## config.mk

```make
export PLATFORM = sky130hd
export DESIGN_NAME = serial_frame_rx
export DESIGN_NICKNAME = d
export VERILOG_FILES = /design/src/rtl/serial_frame_rx.sv
export SDC_FILE = /design/constraint.sdc
export NUM_CORES = 1
export LEC_CHECK = 0
export ABC_AREA = 1
export ABC_CLOCK_PERIOD_IN_PS = 1800
export BUFFER_PORTS_ARGS = -buffer_cell sky130_fd_sc_hd__buf_2
export CORE_MARGIN = 3
export CORE_UTILIZATION = 55
export DETAILED_ROUTE_END_ITERATION = 12
export PLACE_DENSITY = 0.78
export SETUP_SLACK_MARGIN = 0.1
export SYNTH_ARGS = -nofsm -noshare
export SYNTH_HDL_FRONTEND = slang
export SYNTH_SLANG_ARGS = --single-unit
```

## constraint.sdc

```tcl
create_clock -name clk -period 1.8 [get_ports clk]
set_clock_uncertainty 0.1 [all_clocks]
set_input_delay 0 -clock clk [delete_from_list [all_inputs] [get_ports clk]]
set_output_delay 0 -clock clk [all_outputs]
set_load 0.005 [all_outputs]
```

## src/rtl/serial_frame_rx.sv

```systemverilog
// Serial frame receiver: hunts for a sync byte, deserializes the following
// payload MSB first and queues completed words behind a valid/ready port.
module serial_frame_rx #(
  parameter int                DATA_W     = 16,
  parameter int                SYNC_W     = 8,
  parameter logic [SYNC_W-1:0] SYNC_PAT   = 8'hA5,
  parameter int                FIFO_DEPTH = 4
) (
  input  logic                            clk,
  input  logic                            rst,
  input  logic                            serial_in,
  input  logic                            bit_en,
  output logic [DATA_W-1:0]               out_data,
  output logic                            out_valid,
  input  logic                            out_ready,
  output logic                            overflow,
  input  logic                            clr_ovf,
  output logic [7:0]                      frame_cnt,
  output logic [$clog2(FIFO_DEPTH):0]     fifo_level
);

  localparam int PTR_W = $clog2(FIFO_DEPTH);
  localparam int LVL_W = PTR_W + 1;
  localparam int CNT_W = $clog2(DATA_W);

  localparam logic [0:0] HUNT    = 1'b0;
  localparam logic [0:0] COLLECT = 1'b1;

  logic [0:0]        state_r;
  logic [SYNC_W-2:0] window_r;
  logic [DATA_W-2:0] shift_r;
  logic [CNT_W-1:0]  bit_cnt_r;
  logic [DATA_W-1:0] mem_r [FIFO_DEPTH];
  logic [PTR_W-1:0]  wr_ptr_r;
  logic [PTR_W-1:0]  rd_ptr_r;
  logic [LVL_W-1:0]  level_r;
  logic [DATA_W-1:0] out_data_r;
  logic              out_valid_r;
  logic              overflow_r;
  logic [7:0]        frame_cnt_r;

  logic [SYNC_W-1:0] window_nxt_s;
  logic [DATA_W-1:0] word_s;
  logic              sync_hit_s;
  logic              push_evt_s;
  logic              full_s;
  logic              pop_s;
  logic              push_s;
  logic              drop_s;
  logic [PTR_W-1:0]  rd_ptr_nxt_s;
  logic [LVL_W-1:0]  level_nxt_s;

  // Frame detection, push/pop decisions and next FIFO occupancy.
  always_comb begin
    window_nxt_s = {window_r, serial_in};
    word_s       = {shift_r, serial_in};
    sync_hit_s   = bit_en && (state_r == HUNT) && (window_nxt_s == SYNC_PAT);
    push_evt_s   = bit_en && (state_r == COLLECT) && (bit_cnt_r == CNT_W'(DATA_W - 1));
    full_s       = (level_r == LVL_W'(FIFO_DEPTH));
    pop_s        = out_valid_r && out_ready;
    push_s       = push_evt_s && (!full_s || pop_s);
    drop_s       = push_evt_s && full_s && !pop_s;
    rd_ptr_nxt_s = pop_s ? (rd_ptr_r + PTR_W'(1)) : rd_ptr_r;
    if (push_s && !pop_s) begin
      level_nxt_s = level_r + LVL_W'(1);
    end else if (pop_s && !push_s) begin
      level_nxt_s = level_r - LVL_W'(1);
    end else begin
      level_nxt_s = level_r;
    end
  end

  // Sync hunt and payload deserializer; the window restarts empty after each sync.
  always_ff @(posedge clk or negedge rst) begin
    if (!rst) begin
      state_r   <= HUNT;
      window_r  <= {(SYNC_W-1){1'b0}};
      shift_r   <= {(DATA_W-1){1'b0}};
      bit_cnt_r <= {CNT_W{1'b0}};
    end else if (bit_en) begin
      case (state_r)
        HUNT: begin
          if (sync_hit_s) begin
            state_r   <= COLLECT;
            window_r  <= {(SYNC_W-1){1'b0}};
            bit_cnt_r <= {CNT_W{1'b0}};
          end else begin
            window_r  <= window_nxt_s[SYNC_W-2:0];
          end
        end
        COLLECT: begin
          shift_r <= word_s[DATA_W-2:0];
          if (push_evt_s) begin
            state_r   <= HUNT;
            bit_cnt_r <= {CNT_W{1'b0}};
          end else begin
            bit_cnt_r <= bit_cnt_r + CNT_W'(1);
          end
        end
        default: begin
          state_r   <= HUNT;
          bit_cnt_r <= {CNT_W{1'b0}};
        end
      endcase
    end else begin
      state_r <= state_r;
    end
  end

  // Output FIFO with a registered head word (no fall-through).
  always_ff @(posedge clk or negedge rst) begin
    if (!rst) begin
      for (int i = 0; i < FIFO_DEPTH; i++) begin
        mem_r[i] <= {DATA_W{1'b0}};
      end
      wr_ptr_r    <= {PTR_W{1'b0}};
      rd_ptr_r    <= {PTR_W{1'b0}};
      level_r     <= {LVL_W{1'b0}};
      out_data_r  <= {DATA_W{1'b0}};
      out_valid_r <= 1'b0;
    end else begin
      if (push_s) begin
        mem_r[wr_ptr_r] <= word_s;
        wr_ptr_r        <= wr_ptr_r + PTR_W'(1);
      end
      rd_ptr_r    <= rd_ptr_nxt_s;
      level_r     <= level_nxt_s;
      out_valid_r <= (level_nxt_s != {LVL_W{1'b0}});
      // The new head is the incoming word only when it lands at the read pointer.
      if (level_nxt_s == {LVL_W{1'b0}}) begin
        out_data_r <= out_data_r;
      end else if (push_s && (wr_ptr_r == rd_ptr_nxt_s)) begin
        out_data_r <= word_s;
      end else begin
        out_data_r <= mem_r[rd_ptr_nxt_s];
      end
    end
  end

  // Sticky overflow (set wins over clear) and accepted-frame counter.
  always_ff @(posedge clk or negedge rst) begin
    if (!rst) begin
      overflow_r  <= 1'b0;
      frame_cnt_r <= 8'd0;
    end else begin
      if (drop_s) begin
        overflow_r <= 1'b1;
      end else if (clr_ovf) begin
        overflow_r <= 1'b0;
      end else begin
        overflow_r <= overflow_r;
      end
      if (push_s) begin
        frame_cnt_r <= frame_cnt_r + 8'd1;
      end else begin
        frame_cnt_r <= frame_cnt_r;
      end
    end
  end

  assign out_data   = out_data_r;
  assign out_valid  = out_valid_r;
  assign overflow   = overflow_r;
  assign frame_cnt  = frame_cnt_r;
  assign fifo_level = level_r;

endmodule

```

==> results of run 1 <==
[worst min-delay path: cells and delay by family]
kind                   cells  cell delay (ps)
AOI/OAI and AO/OA          1              130
buffers and inverters      2              650
[timing repair]
| item | CTS | global route |
|---|---|---|
| endpoints found under the hold margin | 142 | 0 |
| setup buffers | 12 | 1 |
| gates resized for setup | 32 | 29 |
| cloned | 6 | 0 |
| pin swaps | 8 | 7 |
| hold buffers | 7 | 0 |
| setup endpoints to repair | 84 | 94 |
[cells by family after synthesis]
logic type	after synthesis	share of synthesized area
flops	124	0.5185
fa+ha+maj	9	0.01882
buf+inv	94	0.06607
xor+xnor	8	0.01171
compound gates	90	0.07568
simple gates	398	0.3092
[worst max path at each step]
stage	to	slack, ps	depth (start not counted)
4_1_cts	out_data[14]$_DFFE_PN0P_	-40	10
5_1_grt	out_data[5]$_DFFE_PN0P_	-330	12
2_1_floorplan	out_data[5]$_DFFE_PN0P_	40	13
3_3_place_gp	out_data[9]$_DFFE_PN0P_	50	12
6_report	out_data[5]$_DFFE_PN0P_	-250	12
3_5_place_dp	out_data[9]$_DFFE_PN0P_	-20	12
[synthesized netlist by cell type (3+ instances only)]
cell type / count / area share
nand3b_1: 17 / 0.021
xor2_1: 6 / 0.0088
nor2_1: 9 / 0.0056
inv_1: 56 / 0.035
nand3_1: 61 / 0.051
ha_1: 9 / 0.019
nand2_2: 8 / 0.0084
inv_2: 3 / 0.0019
nand4_1: 17 / 0.018
nand2_4: 6 / 0.011
buf_2: 13 / 0.011
buf_1: 3 / 0.0019
dfrtp_1: 124 / 0.52
clkbuf_1: 14 / 0.0088
nand2_1: 265 / 0.17
o21ai_0: 87 / 0.073
nand3_2: 3 / 0.0050
[power breakdown]
group	internal, mW	switching, mW
logic	1.55	2.50
clock network	2.25	1.21
registers	3.13	0.335
total	6.93	4.04
[layout make-up]
| cell class | instances | area, um2 |
|---|---|---|
| timing repair buffer | 91 | 859.6 |
| clock inverter | 6 | 107.6 |
| inverter | 61 | 244.0 |
| sequential | 124 | 3103 |
| multi-input combinational | 507 | 2738 |
| tap | 136 | 170.2 |
| fill | 626 | 2753 |
| clock buffer | 26 | 488.0 |
[metal layers]
metal / vias up / routed length (um) / GRT usage
li1: 2495 / - / -
met1: 2728 / 7255 / 0.3789
met4: 0 / 708 / 0.1750
met5: - / 0 / 0
met3: 69 / 1860 / 0.09202
met2: 388 / 8741 / 0.4840
[sequential cells by signal, indices dropped and copies added (netlist names), 2 cells and up]
signal,flops
mem_r,64
out_data,16
shift_r,15
frame_cnt,8
window_r,7
bit_cnt_r,4
fifo_level,3
rd_ptr_r,2
wr_ptr_r,2
==> impl_metrics.tcl, run 1 <==
set metrics [dict create \
    htree_levels 4 \
    dieArea_mm2 0.01217 \
    slew_headroom 0.7041 \
    finalSetupViolations 47 \
    drt_wl_total_um 18570 \
    p_per_area_mw_per_mm2 1423 \
    r2r_cells 12 \
    synth_area_mm2 0.005984 \
    drive_above_1_share 0.2172 \
    slowest_delay_ps 420 \
    wire_per_inst_um 19.52 \
    most-common-layout-cells "246 x nand2_1, 124 x dfrtp_1, 87 x o21ai_0" \
    ys_seq_elements 124 \
    setup-tns-final_ps -5105 \
    layout_min_cycle_time_ps 2046 \
    die_y_um 110.3 \
    vias 5680 \
    grt_util_all_layers 0.3080 \
    crit_type "reg -> reg" \
    area_growth_syn_to_layout_pct 28.83 \
    async_flop_share 1.000 \
    cpMaxStageDelayCell "dfrtp_1" \
    worstSetupEndpointType "flop" \
    dp.cells 893 \
    violations "setup timing" \
    hold-path-endpoint "overflow$_DFFE_PN0P_" \
    drtPass1Iterations 6 \
    start_util 0.5720 \
    cts_buffers 17 \
    vias_per_cell 5.973 \
    crit_chain "ha_4 -> nand2_4 -> nor2_4 -> nand2_4 -> nand3_1 -> nand2_2 -> nor2_2 -> nor2_4 -> buf_4 -> buf_16 -> nand4_1 -> nand2_1" \
    drc_errors 0 \
    clock.fmax_mhz 488.7 \
    final_hold_viol_count 0 \
    grt_pass1_wl_um 28220 \
    cts_tree "done" \
    finalInstanceArea_mm2 0.007710 \
    avgSynthCellArea_um2 8.277 \
    crit_path_start_kind "flop" \
    yosysWarningCount 0 \
    antenna_found_initial 0 \
    rsz0062_at_grt "true" \
    drt-initial-drc-count 796 \
    tightest_slew_ps 442.4 \
    fin_hold_ws_ps 211.6 \
    nets 817 \
    power.leakage_nw 3.969 \
    finalMaxSlewViolations 0 \
    startpoint "bit_cnt_r[1]$_DFFE_PN0P_" \
    gp_congestion 0.8730 \
    grt_overflow 0 \
    die_w_um 110.3 \
    p_total_mw 10.97 \
    synth_edf_count 0 \
    final_common_cell "nand2_1" \
    reg2reg_to "out_data[5]$_DFFE_PN0P_" \
    whs_path_depth 3 \
    arrival_ps 2380 \
    cts.sinks 124 \
    rows 37 \
    grt_pass1_vias 5535 \
    synth_cell_type_count 32 \
    setup_slack_ps -246.1 \
    hold_class "in -> reg" \
    place_area_mm2 0.006561 \
    synth-seq-area-share 0.5185 \
    regToRegStartpoint "bit_cnt_r[1]$_DFFE_PN0P_" \
    port_buffers 34 \
    pre_cts_slack_ps -15.85 \
    pin_count 35 \
    antenna_cells 0 \
    path_max_fanout 6 \
    clockBufferDepth 2 \
    fin_cells 951 \
    path_delay_family "simple AND/OR/NAND/NOR gates" \
    clkLatencyLatePin_ps 540 \
    grt_start_max_net_pins 62 \
    r2r_slack_ps -250 \
    hpwl_um 9574 \
    max_cap_viol_count 0 \
    synth_fp_nets 738 \
    synthesis.instances 723 \
    crit_buf_inv 2 \
    final_core_util 0.7369 \
    worstHoldStart "clr_ovf" \
    cts.clk_slew.worst_paths_ps 60 \
    vdd_ir_drop_max_mv 1.176 \
    status "finished with violations" \
    ys.flop_type "dfrtp_1" \
    finalCritPeriodShare 1.137 \
    worstPathRequired_ps 2140 \
    clockRootBuffer "clkbuf_8" \
    ant_nets 0 \
    core_mm2 0.01046 \
]
Power figures use the tool's default switching activity.
==> run 2, diff against run 1 <==
ABC_AREA = default   (was 1)
REMOVE_ABC_BUFFERS = 1   (was default)
==> run 2 against run 1 <==
  * The flow still finishes with violations (setup timing)
  * Sequential cell count is the same
  * Combinational power fell by 29%
  * Global-route usage rose by 3.6 points
  * Non-clock buffer count grew 42
  * Critical endpoint is now out_data[1]$_DFFE_PN0P_
  * Largest cell class is now multi-input combinational cells
==> impl_metrics.tcl, run 2 <==
set metrics [dict create \
    path_delay_family "compound AO/OA/AOI/OAI gates" \
    crit_path_start_kind "flop" \
    synth-seq-area-share 0.4994 \
    yosysWarningCount 0 \
    path_max_fanout 8 \
    cts.clk_slew.worst_paths_ps 60 \
    antenna_cells 0 \
    p_switching_mw 3.101 \
    drc_errors 0 \
    drive_above_1_share 0.5249 \
    ant_nets 0 \
    top_layer "met4" \
    port_buffers 34 \
    crit_chain "ha_4 -> nand3_4 -> o211ai_1 -> a21boi_2 -> a221o_2 -> clkbuf_16 -> mux2_2" \
    grt_start_max_net_pins 32 \
    yosys.area.top_type "dfrtp_1" \
    synth.most_common_cell "dfrtp_1" \
    drtPass1Iterations 5 \
    cts.sinks 124 \
    place_area_mm2 0.007052 \
    slowest_delay_ps 400 \
    power.leakage_nw 4.248 \
    synth_cell_type_count 48 \
    worstPathRequired_ps 2000 \
    final_core_util 0.8426 \
    vias_per_cell 7.041 \
    largest_reg_flops 64 \
    grt_pass1_vias 5852 \
    grt_util_all_layers 0.3441 \
    finalSetupViolations 91 \
    max_cap_viol_count 0 \
    pin_count 35 \
    layout_min_cycle_time_ps 2295 \
    finalMaxSlewViolations 0 \
    cpMaxStageDelayCell "dfrtp_1" \
    ys_top_cells_by_area "dfrtp_1 50%, mux2i_1 13%, o21ai_0 6.6%" \
    arrival_ps 2500 \
    setup_slack_ps -495.4 \
    rows 38 \
    synth_area_mm2 0.006213 \
    hold_class "in -> reg" \
    grt_overflow 0 \
    htree_levels 4 \
    clock.fmax_mhz 435.7 \
    pwr-share-clk 0.369 \
    area_growth_syn_to_layout_pct 48.29 \
    clockRootBuffer "clkbuf_16" \
    synthTopCellsByCount "124 x dfrtp_1, 93 x nand2_1, 82 x mux2i_1, 82 x o21ai_0, 21 x inv_1" \
    worstSetupEndpointType "flop" \
    setup-tns-final_ps -30300 \
    final_hold_viol_count 0 \
    synth_edf_count 0 \
    clkLatencyLatePin_ps 420 \
    ys.flop_type "dfrtp_1" \
    ys_seq_elements 124 \
    wl_met3_um 2901 \
    dp.cells 758 \
    synth_top_area_share 0.4994 \
    tightest_slew_ps 418.2 \
    crit_buf_inv 1 \
    drt-initial-drc-count 729 \
    crit_type "reg -> reg" \
    antenna_found_initial 0 \
    most-common-layout-cells "123 x dfrtp_1, 82 x mux2i_1, 56 x nand2_4, 56 x o21ai_2, 46 x buf_4" \
    swShare 0.3246 \
    gp_congestion 0.8366 \
    violations "setup timing" \
    async_flop_share 1.000 \
    core_mm2 0.01094 \
    die_y_um 112.3 \
    avgSynthCellArea_um2 11.26 \
    cts_buffers 17 \
    p_per_area_mw_per_mm2 1037 \
    synthesis.instances 552 \
    slew_headroom 0.7212 \
    route.met2.wl_um 11130 \
    finalInstanceArea_mm2 0.009214 \
    clockBufferDepth 2 \
    status "finished with violations" \
    wl_met1_um 8413 \
    power_frac_comb 0.299 \
    grt_pass1_wl_um 32820 \
    finalCritPeriodShare 1.275 \
    vdd_ir_drop_max_mv 0.6411 \
    cts_tree "done" \
    final_common_cell "dfrtp_1" \
    die_w_um 112.3 \
    internal_power_mw 6.453 \
    rsz0062_at_grt "true" \
    nets 686 \
    hpwl_um 8995 \
    drt_wl_total_um 24510 \
    wire_per_inst_um 29.74 \
    top_register "mem_r" \
    dieArea_mm2 0.01261 \
    start_util 0.5682 \
    vias 5802 \
    fin_cells 824 \
    pwr-share-seq 0.331 \
]
run 2: cell types whose count changed after synthesis, sizes merged, moves of 12 or more:
cell    previous run  this run
nand4             17         5
inv               60        21
mux2i              0        82
mux4               0        16
nand2            279        94
nand3             66         6
nand3b            18         0
mux2               0        21
run 2: per-stage QoR:
step | setup slack (ps) | total power, mW | hold WS (ps)
6_report | -495.4 | 9.555 | 65.64
2_1_floorplan | -2493 | 4.284 | -395.6
5_1_grt | -522.0 | 9.747 | 84.55
3_5_place_dp | -442.2 | 5.206 | -134.0
3_3_place_gp | -375.0 | 5.156 | -139.3
4_1_cts | -320.1 | 8.812 | 23.31
run 2: worst paths after layout:
path                                     startpoint                       end  slack, ps  depth (start not counted)
setup / recovery           bit_cnt_r[1]$_DFFE_PN0P_   out_data[1]$_DFFE_PN0P_       -500                          7
hold / removal                            out_ready      overflow$_DFFE_PN0P_         70                          5
min in group asynchronous                       rst     mem_r[13]$_DFFE_PN0P_         80                          3
hold reg to reg            frame_cnt[7]$_DFFE_PN0P_  frame_cnt[7]$_DFFE_PN0P_        390                          1
setup reg to reg           bit_cnt_r[1]$_DFFE_PN0P_   out_data[1]$_DFFE_PN0P_       -500                          7
max in group asynchronous                       rst  frame_cnt[5]$_DFFE_PN0P_       1200                          3
run 2: final cells by class:
type	instances	area, um2
flip-flops and latches	124	3104
clock inverters	13	141.4
fillers	447	1722
inverters	21	78.83
repair buffers	133	1506
clock buffers	19	452.9
well taps	140	175.2
multi-input cells	374	3755
run 2: repair_timing:
action / CTS / global route
setup buffers: 8 / 6
hold buffers: 5 / 0
pin swaps: 67 / 17
setup endpoints to repair: 96 / 96
gates cloned: 14 / 2
hold endpoints to repair: 133 / 0
resized for setup: 209 / 117
run 2: cell families after synthesis:
| group | count (synthesis) | share of synthesized area |
|---|---|---|
| AO/OA/AOI/OAI | 105 | 0.09525 |
| AND/OR/NAND/NOR | 129 | 0.09384 |
| adder cells (fa/ha/maj) | 9 | 0.01812 |
| buffers and inverters | 54 | 0.04289 |
| XOR/XNOR | 12 | 0.01691 |
| flip-flops | 124 | 0.4994 |
| multiplexers | 119 | 0.2336 |
run 2: metal layers:
| layer | track usage | up-vias |
|---|---|---|
| met5 | 0 | - |
| met4 | 0.2155 | 0 |
| met3 | 0.1213 | 216 |
| met2 | 0.5534 | 531 |
| met1 | 0.3930 | 2836 |
| li1 | - | 2219 |
run 2: power by group through the flow:
| stage | Clock, mW | Combinational, mW | Sequential [mW] |
|---|---|---|---|
| floorplan | 0 | 1.00 | 3.28 |
| global placement | 0 | 2.02 | 3.14 |
| detailed placement | 0 | 2.05 | 3.15 |
| CTS | 3.43 | 2.26 | 3.12 |
| global route | 3.63 | 2.93 | 3.18 |
| finish | 3.53 | 2.86 | 3.17 |
run 2: worst min-delay path, stage by stage:
cell     delay, ps
buf_2          150
nand2_4        110
buf_4          150
nand2_1         50
o22ai_1         70
==> run 3, diff against run 2 <==
HOLD_SLACK_MARGIN = 0.06   (was default)
RECOVER_POWER = 50   (was default)
==> run 3 against run 2 <==
  * The run still ends with setup timing left
  * Total power down 2.9%
  * Highest routed layer unchanged
  * Register-to-register slack hardly changed
  * Core utilization down 1.1 points
  * Cell count is 0.36% lower
  * Global-route usage is 0.29 points lower
  * Maximum frequency decreased by 0.32%
  * Non-clock buffer count fell by 3
  * Sequential cell count unchanged
  * Largest power group unchanged
  * Sequential share of layout area rose by 0.45 points
  * Critical path type unchanged
  * Clock power is essentially flat
==> impl_metrics.tcl, run 3 (synthesis results as in run 2) <==
set metrics [dict create \
    nFillCells 467 \
    drc_errors 0 \
    worstSetupEndpointType "flop" \
    grt_util_all_layers 0.3412 \
    layout_min_cycle_time_ps 2303 \
    worstPathRequired_ps 2010 \
    clockRootBuffer "clkbuf_16" \
    hold_class "in -> reg" \
    die_y_um 112.3 \
    clock.fmax_mhz 434.2 \
    pre_cts_slack_ps -442.2 \
    antenna_cells 0 \
    pin_count 35 \
    startpoint "fifo_level[0]$_DFF_PN0_" \
    drive_above_1_share 0.5066 \
    crit_path_start_kind "flop" \
    drtPass1Iterations 5 \
    crit_type "reg -> reg" \
    final_hold_viol_count 0 \
    grt_pass1_wl_um 32590 \
    final_common_cell "dfrtp_1" \
    hpwl_um 8995 \
    rsz0062_at_grt "true" \
    drt-initial-drc-count 741 \
    arrival_ps 2510 \
    top_register "mem_r" \
    vias 5673 \
    violations "setup timing" \
    worstHoldStart "bit_en" \
    finalMaxSlewViolations 0 \
    dieArea_mm2 0.01261 \
    path_max_fanout 17 \
    drt_wl_total_um 23960 \
    cts.sinks 124 \
    port_buffers 34 \
    cts_tree "done" \
    start_util 0.5682 \
    r2r_cells 8 \
    p_per_area_mw_per_mm2 1020 \
    most-common-layout-cells "123 x dfrtp_1, 82 x mux2i_1, 57 x nand2_4" \
    reg2reg_to "out_data[15]$_DFFE_PN0P_" \
    gp_congestion 0.8366 \
    antenna_found_initial 0 \
    clkLatencyLatePin_ps 430 \
    die_w_um 112.3 \
    r2r_slack_ps -500 \
    largest_reg_flops 64 \
    clockBufferDepth 2 \
    max_cap_viol_count 0 \
    grt_start_max_net_pins 32 \
    rows 38 \
    regToRegStartpoint "fifo_level[0]$_DFF_PN0_" \
    status "finished with violations" \
    cts.clk_slew.worst_paths_ps 70 \
    htree_levels 4 \
    vias_per_cell 6.910 \
    cts_buffers 17 \
    ant_nets 0 \
    power.leakage_nw 4.197 \
    vdd_ir_drop_max_mv 0.6536 \
    final_core_util 0.8315 \
    whs_path_depth 4 \
    grt_overflow 0 \
    hold-path-endpoint "shift_r[0]$_DFFE_PN0P_" \
    setup_slack_ps -502.8 \
    tightest_slew_ps 1309 \
    finalSetupViolations 93 \
    nets 683 \
    wire_per_inst_um 29.19 \
    finalCritPeriodShare 1.279 \
    grt_pass1_vias 5801 \
    core_mm2 0.01094 \
    slew_headroom 0.1272 \
    area_growth_syn_to_layout_pct 46.34 \
]
run 3: repair_timing:
item / 4_1_cts / 5_1_grt
hold endpoints to repair: 136 / 0
endpoints found under the setup margin: 96 / 96
setup buffers: 8 / 4
hold buffers: 6 / 0
gates cloned: 14 / 0
gates resized for setup: 209 / 110
pin swaps: 67 / 13
run 3: metal layers:
metal	wire, um	global-route usage	share of wire
met1	8432	0.4097	0.35
met2	11270	0.5538	0.47
met3	2427	0.09380	0.10
met4	1826	0.1987	0.076
met5	0	0	0
run 3: worst max-delay path by stage:
| stage | depth (start not counted) | endpoint |
|---|---|---|
| global placement | 9 | out_data[5]$_DFFE_PN0P_ |
| global route | 8 | out_data[8]$_DFFE_PN0P_ |
| floorplan | 5 | mem_r[10]$_DFFE_PN0P_ |
| detailed placement | 9 | out_data[5]$_DFFE_PN0P_ |
| CTS | 8 | out_data[8]$_DFFE_PN0P_ |
| finish | 8 | out_data[15]$_DFFE_PN0P_ |
run 3: layout make-up:
| type | instances | area (um2) | area share |
|---|---|---|---|
| clock buffers | 19 | 452.9 | 0.04981 |
| repair buffers | 130 | 1403 | 0.1543 |
| well taps | 140 | 175.2 | 0.01927 |
| inverters | 21 | 78.83 | 0.008669 |
| clock inverters | 13 | 141.4 | 0.01555 |
| multi-input cells | 374 | 3737 | 0.4110 |
| flip-flops and latches | 124 | 3104 | 0.3414 |
run 3: critical path, cell delays in order (launching register included):
cell      delay (ps)
dfrtp_1          390
inv_2             90
buf_4            130
ha_1             160
o211ai_1         170
a21oi_1          340
a221o_1          220
buf_12           200
mux2_2           380
run 3: where the power goes:
group | internal (mW) | switching (mW)
combinational | 1.18 | 1.36
clock | 2.12 | 1.44
sequential | 2.97 | 0.198
run 3: stage by stage:
step	TNS, ps	power (mW)	std cells	hold slack, ps	instance area [um2]
4_1_cts	-14800	8.818	818	74.93	8637
5_1_grt	-39340	9.468	821	230.1	9092
3_3_place_gp	-16710	5.156	758	-139.3	7052
2_1_floorplan	-216880	4.284	519	-395.6	6026
3_5_place_dp	-21160	5.206	758	-134.0	7052
6_report	-29150	9.273	821	181.4	9092
